## src/rtl/led_decoder_seq.sv

```systemverilog
`default_nettype none
// ============================================================================
//  Module   : led_decoder_seq
//  Purpose  : Registered one-hot LED decoder with a 74x138-style three-line
//             enable and built-in auto-scan sequencing (up, down, ping-pong)
//             driven by a programmable prescaler.
//  Ports    :
//    clk     in   1        sole clock, all state on rising edge
//    rst     in   1        synchronous active-high reset
//    enable  in   3        {G1, G2A_n, G2B_n}; decoder active only at 3'b100
//    switch  in   SEL_W    direct select / scan start index
//    mode    in   2        00 DIRECT, 01 SCAN_UP, 10 SCAN_DOWN, 11 PINGPONG
//    period  in   PRESC_W  scan step interval minus one, sampled live
//    led     out  N        registered one-hot LED drive (polarity ACTIVE_LOW)
//    pos     out  SEL_W    registered current index
//    wrap    out  1        one-cycle strobe on the terminal scan step
//  Revision : 1.0  initial release
// ============================================================================
module led_decoder_seq #(
  parameter int SEL_W      = 3,
  parameter int PRESC_W    = 4,
  parameter int ACTIVE_LOW = 1
) (
  input  logic                  clk,
  input  logic                  rst,
  input  logic [2:0]            enable,
  input  logic [SEL_W-1:0]      switch,
  input  logic [1:0]            mode,
  input  logic [PRESC_W-1:0]    period,
  output logic [(1<<SEL_W)-1:0] led,
  output logic [SEL_W-1:0]      pos,
  output logic                  wrap
);

  localparam int N = 1 << SEL_W;

  localparam logic [2:0] EN_ACTIVE      = 3'b100;
  localparam logic [1:0] MODE_DIRECT    = 2'b00;
  localparam logic [1:0] MODE_SCAN_UP   = 2'b01;
  localparam logic [1:0] MODE_SCAN_DOWN = 2'b10;
  localparam logic [1:0] MODE_PINGPONG  = 2'b11;

  localparam logic [N-1:0]     LED_OFF = (ACTIVE_LOW != 0) ? {N{1'b1}} : {N{1'b0}};
  localparam logic [N-1:0]     ONE_N   = {{(N-1){1'b0}}, 1'b1};
  localparam logic [SEL_W-1:0] IDX_MAX = {SEL_W{1'b1}};
  localparam logic [SEL_W-1:0] IDX_MIN = {SEL_W{1'b0}};

  // State
  logic [SEL_W-1:0]   idx_q,    idx_d;
  logic [PRESC_W-1:0] presc_q,  presc_d;
  logic               dir_q,    dir_d;     // 1 = counting up
  logic [1:0]         mode_q,   mode_d;
  logic [N-1:0]       led_q,    led_d;
  logic               wrap_q,   wrap_d;

  logic               en;
  logic               pp_step_up;
  logic [N-1:0]       onehot;

  assign en = (enable == EN_ACTIVE);

  // --------------------------------------------------------------------------
  // State register
  // --------------------------------------------------------------------------
  always_ff @(posedge clk) begin
    if (rst) begin
      idx_q   <= IDX_MIN;
      presc_q <= {PRESC_W{1'b0}};
      dir_q   <= 1'b1;
      mode_q  <= MODE_DIRECT;
      led_q   <= LED_OFF;
      wrap_q  <= 1'b0;
    end else begin
      idx_q   <= idx_d;
      presc_q <= presc_d;
      dir_q   <= dir_d;
      mode_q  <= mode_d;
      led_q   <= led_d;
      wrap_q  <= wrap_d;
    end
  end

  // --------------------------------------------------------------------------
  // Next-state logic
  // --------------------------------------------------------------------------
  always_comb begin
    idx_d      = idx_q;
    presc_d    = presc_q;
    dir_d      = dir_q;
    mode_d     = mode_q;
    wrap_d     = 1'b0;
    pp_step_up = 1'b1;

    if (en) begin
      if (mode != mode_q) begin
        // A mode change reloads the start index and restarts the prescaler,
        // so the first step of the new mode is a full interval away.
        mode_d  = mode;
        idx_d   = switch;
        presc_d = {PRESC_W{1'b0}};
        dir_d   = (mode != MODE_SCAN_DOWN);
      end else if (mode_q == MODE_DIRECT) begin
        idx_d   = switch;
        presc_d = {PRESC_W{1'b0}};
      end else if (presc_q != period) begin
        // No clamp when period shrinks below presc: the counter runs on and
        // wraps naturally before matching again.
        presc_d = presc_q + 1'b1;
      end else begin
        presc_d = {PRESC_W{1'b0}};
        case (mode_q)
          MODE_SCAN_UP: begin
            idx_d  = idx_q + 1'b1;
            wrap_d = (idx_q == IDX_MAX);
          end
          MODE_SCAN_DOWN: begin
            idx_d  = idx_q - 1'b1;
            wrap_d = (idx_q == IDX_MIN);
          end
          default: begin
            // Ping-pong never wraps the index. A start index already at the
            // top (loaded with dir = up) simply turns around.
            pp_step_up = dir_q ? (idx_q != IDX_MAX) : (idx_q == IDX_MIN);
            idx_d      = pp_step_up ? (idx_q + 1'b1) : (idx_q - 1'b1);
            dir_d      = pp_step_up;
            if (pp_step_up && (idx_d == IDX_MAX)) begin
              dir_d  = 1'b0;
              wrap_d = 1'b1;
            end else if (!pp_step_up && (idx_d == IDX_MIN)) begin
              dir_d  = 1'b1;
              wrap_d = 1'b1;
            end
          end
        endcase
      end
    end
  end

  // --------------------------------------------------------------------------
  // Output decode: one-hot of the index being loaded this edge
  // --------------------------------------------------------------------------
  always_comb begin
    onehot = ONE_N << idx_d;
    led_d  = LED_OFF;
    if (en) begin
      led_d = (ACTIVE_LOW != 0) ? ~onehot : onehot;
    end
  end

  // idx only changes on enabled edges, where pos must follow it, so the
  // index register doubles as the registered pos output.
  assign led  = led_q;
  assign pos  = idx_q;
  assign wrap = wrap_q;

endmodule
`default_nettype wire

```

## config.mk

```make
export PLATFORM = sky130hd
export DESIGN_NAME = led_decoder_seq
export DESIGN_NICKNAME = d
export VERILOG_FILES = /design/src/rtl/led_decoder_seq.sv
export SDC_FILE = /design/constraint.sdc
export NUM_CORES = 1
export LEC_CHECK = 0
export CAP_MARGIN = 20
export CORE_MARGIN = 3
export CORE_UTILIZATION = 55
export DETAILED_ROUTE_END_ITERATION = 8
export DONT_BUFFER_PORTS = 1
export GPL_TIMING_DRIVEN = 1
export HOLD_SLACK_MARGIN = 0.1
export PLACE_DENSITY = 0.84
export SYNTH_ARGS = -nofsm -noshare
export SYNTH_HDL_FRONTEND = slang
export SYNTH_SLANG_ARGS = --single-unit
export TNS_END_PERCENT = 10
```

## constraint.sdc

```tcl
create_clock -name clk -period 2.5 [get_ports clk]
set_clock_uncertainty 0.2 [all_clocks]
set_input_delay 0.375 -clock clk [delete_from_list [all_inputs] [get_ports clk]]
set_output_delay 0.375 -clock clk [all_outputs]
set_load 0.01 [all_outputs]
```

==> results of run 1 <==
==> state kept, by name, summed over array words and instances, names as in the netlist <==
register / cells
dir_q: 1
mode_q: 2
wrap: 1
presc_q: 4
led: 8
pos: 3
==> how the worst min path moves through the flow <==
stage	end	slack (ps)
global placement	mode_q[1]$_SDFFE_PP0P_	250
finish	dir_q$_SDFFE_PP1P_	110
global route	dir_q$_SDFFE_PP1P_	140
detailed placement	mode_q[0]$_SDFFE_PP0P_	250
floorplan	presc_q[1]$_SDFFE_PP0N_	280
CTS	dir_q$_SDFFE_PP1P_	110
==> stage by stage <==
stage               hold slack, ps  util (%)  worst slack [ps]  setup TNS, ps
finish                         115      67.1              92.1              0
global route                   141      67.1             -57.3           -105
CTS                            112      66.0              61.0              0
detailed placement             248      61.7               135              0
global placement               246      61.7               194              0
floorplan                      275         -              89.9              0
==> cell type report <==
type,instances,area [um^2]
Multi-Input combinational cell,115,805
Sequential cell,19,380
Timing Repair Buffer,11,97.6
Tap cell,27,33.8
Fill cell,171,672
Clock buffer,3,22.5
Clock inverter,1,5.00
Inverter,7,26.3
==> critical path: cells and delay by family (launching register included) <==
family,cells,cell delay (ps)
adder cells (fa/ha/maj),1,240
buffers and inverters,1,160
flip-flops,1,350
AO/OA/AOI/OAI,2,410
AND/OR/NAND/NOR,3,940
==> cell families after synthesis <==
kind of cell / count (synthesis)
xor gates and xnor gates: 11
buffers and inverters: 11
adders and majority gates: 8
and+or+nand+nor: 62
DFF: 19
AOI/OAI and AO/OA: 33
muxes: 1
==> Yosys cell counts, types with 2 or more instances <==
| master | number | area share [%] |
|---|---|---|
| dfxtp_1 | 19 | 31 |
| nand2_1 | 16 | 4.9 |
| a21oi_1 | 10 | 4.1 |
| nor2_1 | 9 | 2.7 |
| ha_1 | 8 | 8.1 |
| inv_1 | 7 | 2.1 |
| xnor2_1 | 7 | 5.0 |
| nand3_1 | 6 | 2.4 |
| o21ai_0 | 6 | 2.4 |
| xor2_1 | 4 | 2.9 |
| and3b_1 | 3 | 2.1 |
| nand3b_1 | 3 | 1.8 |
| nor3_1 | 3 | 1.2 |
| or4_1 | 3 | 1.8 |
| buf_2 | 2 | 0.81 |
| clkbuf_1 | 2 | 0.61 |
| nand2b_1 | 2 | 1.0 |
| nand4_1 | 2 | 1.0 |
| nor2b_1 | 2 | 1.0 |
| nor3b_1 | 2 | 1.2 |
| or2_2 | 2 | 1.0 |
| or3b_1 | 2 | 1.4 |
==> placed cells by master (no fill, tap or decap), drive strengths merged, types with 2 or more instances in the layout <==
master | netlist | final
buf | 2 | 5
nor3b | 3 | 3
and3b | 3 | 3
nand3b | 3 | 3
or2 | 2 | 2
nand3 | 6 | 6
or3 | 2 | 2
nor2b | 2 | 2
nand2b | 2 | 2
o21ai | 6 | 6
a21oi | 10 | 10
dfxtp | 19 | 19
nor3 | 3 | 3
dlygate4sd3 | 0 | 6
ha | 8 | 8
a211oi | 2 | 2
xnor2 | 7 | 7
inv | 7 | 7
xor2 | 4 | 4
nand4 | 2 | 2
clkbuf | 2 | 3
nand2 | 16 | 16
or4 | 3 | 3
o22ai | 2 | 2
o211ai | 2 | 2
nor2 | 9 | 9
nor4 | 2 | 2
or3b | 2 | 2
==> per-layer routing <==
layer	vias up	track usage, %
met4	0	9.36
met3	7	4.79
met5	-	0
met1	536	28.5
li1	543	-
met2	46	40.2
==> what timing repair did <==
item	CTS	global route
hold buffers	6	0
buffers inserted	0	3
endpoints found under the setup margin	0	3
hold endpoints to repair	10	0
==> power groups by stage <==
stage	sequential (uW)	combinational, uW	clock, uW
2_1_floorplan	323	77.5	0
3_3_place_gp	324	90.9	0
3_5_place_dp	325	94.8	0
4_1_cts	318	103	165
5_1_grt	319	119	175
6_report	318	108	162
==> impl_metrics.toml, run 1 <==
[power]
clock_power_share_pct = 27.5
power.total_uw = 587
p_sw_uw = 170
p_leak_uw = 0.000513
p_comb_share_pct = 18.4
swShare_pct = 29.0
p_per_area_nw_per_um2 = 428
seqPwrFrac_pct = 54.1
p_int_uw = 417
ir_drop_v = 0.000388

[floorplanning]
die_h_um = 53.3
rows = 16
dieArea_um2 = 2840
placeableCoreArea_um2 = 2040
fp.dieW_um = 53.3
pin_count = 26
initial_core_util_pct = 60.2

[grt]
overflow = 0
grt_pass1_wl_mm = 4.84
grt_pass1_vias = 1067
grt_antenna_before_repair = 0
grt_max_degree = 18
gr-usage-all-layers_pct = 23.6

[sta]
worst_pin_slew_ps = 606
fin_crit_ps = 2410
relSlewSlack_pct = 59.5
rsz0062_at_grt = "true"
final_hold_viol_count = 0
setup_viol = 0
post-route-period-util_pct = 96.3
max_freq_mhz = 415
maxSlewViolCount = 0

[clock_network]
clock-sinks = 19
cts_buffers = 3
cts_tree = "yes"
clk_path_buf_depth = 2
cts_root_buffer = "clkbuf_4"
clk_pin_slew_ps = 110
cts_htree_levels = 1
clock_latency_ps = 310
post_cts_resized = 0

[worst_hold_path]
hold_depth = 3
min_path_type = "input port to flip-flop"
hp-start = "mode[1]"

[detailed_routing]
antenna_left = 0
post_drt_wl_per_cell_um = 15.5
drt_wl_total_mm = 2.84
drc = 0
routed_via_density = 6.19
dr_wl_met2_mm = 1.44
drt-pass1-iter-count = 4
wl_met1_mm = 1.15
via_count = 1132
wl_met3_um = 185
top_layer = "met4"
drtIter0Drc = 19

[finish]
diodes = 0
fin_cells = 183
layout-drive-gt1-share_pct = 14.1
nNetsFinal = 179
area_growth_pct = 11.5
fin_area_um2 = 1370

[yosys]
syn_inst = 145
synth_compound_area_share_pct = 18.8
syn_area_um2 = 1230
synth_top_family_by_area = "simple AND/OR/NAND/NOR gates"
synth_edf_count = 0
ys_async_sr_fraction_pct = 0
seq_area_frac_synth_pct = 31.0
synthAdderAreaFrac_pct = 8.15
ys_types = 47
synthSimpleGateAreaFrac_pct = 29.7
avgSynthCellArea_um2 = 8.47
yosysWarnings = 0
ys.flop_type = "dfxtp_1"
synth_xor_xnor_area_share_pct = 7.84
syn_nets = 167
synthMuxAreaShare_pct = 0.916
synth-seq-cells = 19

[setup_path]
path_class = "flip-flop to flip-flop"
cp.required_ps = 2500
worst-path-max-fanout = 5
cp-start-kind = "flip-flop"
arrival_ps = 2410
regToRegSetupSlack_ps = 90
worstSetupEndpoint = "led[1]$_SDFF_PP1_"
worst_path_max_delay_cell = "nor4_2"
end_kind = "flip-flop"
rr_endpoint = "led[1]$_SDFF_PP1_"
r2r-start = "pos[1]$_SDFF_PP0_"
r2r_cells = 7
crit_chain = "buf_4, ha_1, and3b_1, nor4_2, a21o_1, a22o_2, or3b_1"
worst_path_largest_cell_delay_ps = 390
startpoint = "pos[1]$_SDFF_PP0_"

[placed_design]
numPortBuffers = 0
dpl-instance-area_um2 = 1260
gp_congestion = 0.896
dp.cells = 170
dp.final_hpwl_mm = 2.13

[status]
outcome = "finished, final reports clean"

[run]
max-cap-violations = 0
No activity file was read; power rests on OpenSTA's default activity.
==> run 2, diff against run 1 <==
- REMOVE_ABC_BUFFERS: default -> 1
==> run 2 against run 1 <==
Compared with the run above: count of clock-buffer cells in the layout is the same; final area shrank 1.6%; combinational power is essentially flat; highest routed layer unchanged.
==> impl_metrics.toml, run 2 (same netlist as run 1, synthesis figures left out) <==
[worst_hold_path]
min_path_type = "input port to flip-flop"

[floorplanning]
placeableCoreArea_um2 = 2040
fp.dieW_um = 53.3
initial_core_util_pct = 60.2
dieArea_um2 = 2840
rows = 16
pin_count = 26
die_h_um = 53.3

[grt]
overflow = 0
gr-usage-all-layers_pct = 21.7
grt_pass1_wl_mm = 4.49
grt_pass1_vias = 1044
grt_max_degree = 18
grt_antenna_before_repair = 0

[setup_path]
worst-path-max-fanout = 5
cp-start-kind = "flip-flop"
cp.required_ps = 2490
worst_path_max_delay_cell = "nor4_2"
worst_path_largest_cell_delay_ps = 400
critPathBufInv = 1
crit_chain = "inv_1, ha_1, and3b_1, nor4_2, a21o_1, a22o_2, or3b_1"
arrival_ps = 2430
path_class = "flip-flop to flip-flop"
end_kind = "flip-flop"
path_delay_family = "simple AND/OR/NAND/NOR gates"

[clock_network]
cts_root_buffer = "clkbuf_4"
clk_pin_slew_ps = 110
clock_latency_ps = 300
clk_path_buf_depth = 2
clock-sinks = 19
cts_buffers = 3
cts_htree_levels = 1
cts_tree = "yes"

[sta]
setup_viol = 0
fin_crit_ps = 2440
setup_slack_ps = 60.6
maxSlewViolCount = 0
post-route-period-util_pct = 97.6
relSlewSlack_pct = 58.2
final_hold_viol_count = 0
worst_pin_slew_ps = 626
timing.setup.tns_ps = 0
max_freq_mhz = 410
rsz0062_at_grt = "true"

[detailed_routing]
post_drt_wl_per_cell_um = 15.6
via_count = 1126
drt-pass1-iter-count = 4
drc = 0
antenna_left = 0
drtIter0Drc = 38
drt_wl_total_mm = 2.82
routed_via_density = 6.22

[finish]
diodes = 0
layout_commonest_cell = "dfxtp_1"
layout-drive-gt1-share_pct = 14.9
area_growth_pct = 9.67
nNetsFinal = 177
largest_reg_flops = 8
fin_area_um2 = 1350
layout_common_cells = "19 x dfxtp_1, 16 x nand2_1, 10 x a21oi_1"

[placed_design]
dpl-instance-area_um2 = 1290
numPortBuffers = 0
gp_congestion = 0.904
dp.final_hpwl_mm = 2.13
pre_cts_ws_ps = 112

[power]
p_per_area_nw_per_um2 = 433
p_leak_uw = 0.000505
ir_drop_v = 0.000302
power.total_uw = 584

[run]
max-cap-violations = 0

[status]
outcome = "finished, final reports clean"
## run 2: changes by cell type in the layout (fill, tap and decap cells not counted), sizes merged
cell,change
buf,+1
dlygate4sd3,-3
## run 2: final timing paths
check	slack [ps]	cells after the start	start	to
min	110	3	mode[1]	dir_q$_SDFFE_PP1P_
max reg2reg	60	7	pos[0]$_SDFF_PP0_	led[1]$_SDFF_PP1_
min reg2reg	320	2	mode_q[1]$_SDFFE_PP0P_	mode_q[1]$_SDFFE_PP0P_
max	60	7	pos[0]$_SDFF_PP0_	led[1]$_SDFF_PP1_
## run 2: report_power, final
| part | internal (uW) | switching, uW | leakage, uW | total, uW |
|---|---|---|---|---|
| combinational | 48.0 | 60.7 | 0.000334 | 109 |
| clock | 59.8 | 97.2 | 0.0000177 | 157 |
| sequential | 309 | 9.64 | 0.000154 | 318 |
## run 2: per-stage QoR
step | hold slack (ps) | utilization (%) | instances
after floorplan | 244 | - | 141
after global placement | 246 | 63.2 | 174
after detailed placement | 250 | 63.2 | 174
after CTS | 122 | 66.0 | 181
after global routing | 131 | 66.0 | 181
final | 110 | 66.0 | 181
## run 2: worst reg2reg max path: stages (launching register included)
cell and delay (ps):
dfxtp_1 370, inv_1 130, ha_1 260, and3b_1 210, nor4_2 400, a21o_1 230
a22o_2 180, or3b_1 350
## run 2: layout make-up
cell class | count | area, um^2
multi-input combinational | 115 | 805
fill | 186 | 694
sequential | 19 | 380
timing repair buffer | 9 | 75.1
tap | 27 | 33.8
inverter | 7 | 26.3
clock buffer | 3 | 22.5
clock inverter | 1 | 5.00
## run 2: timing repair
action / 4_1_cts / 5_1_grt
endpoints found under the hold margin: 10 / 0
setup endpoints to repair: 0 / 3
buffers inserted: 0 / 0
hold buffers: 3 / 0
gates resized for setup: 0 / 1
## run 2: per-layer routing
metal	wire, um	vias up	track usage, %
met2	1380	58	36.5
met4	9	0	6.81
met1	1160	525	26.1
met3	269	2	6.20
met5	0	-	0
li1	-	541	-
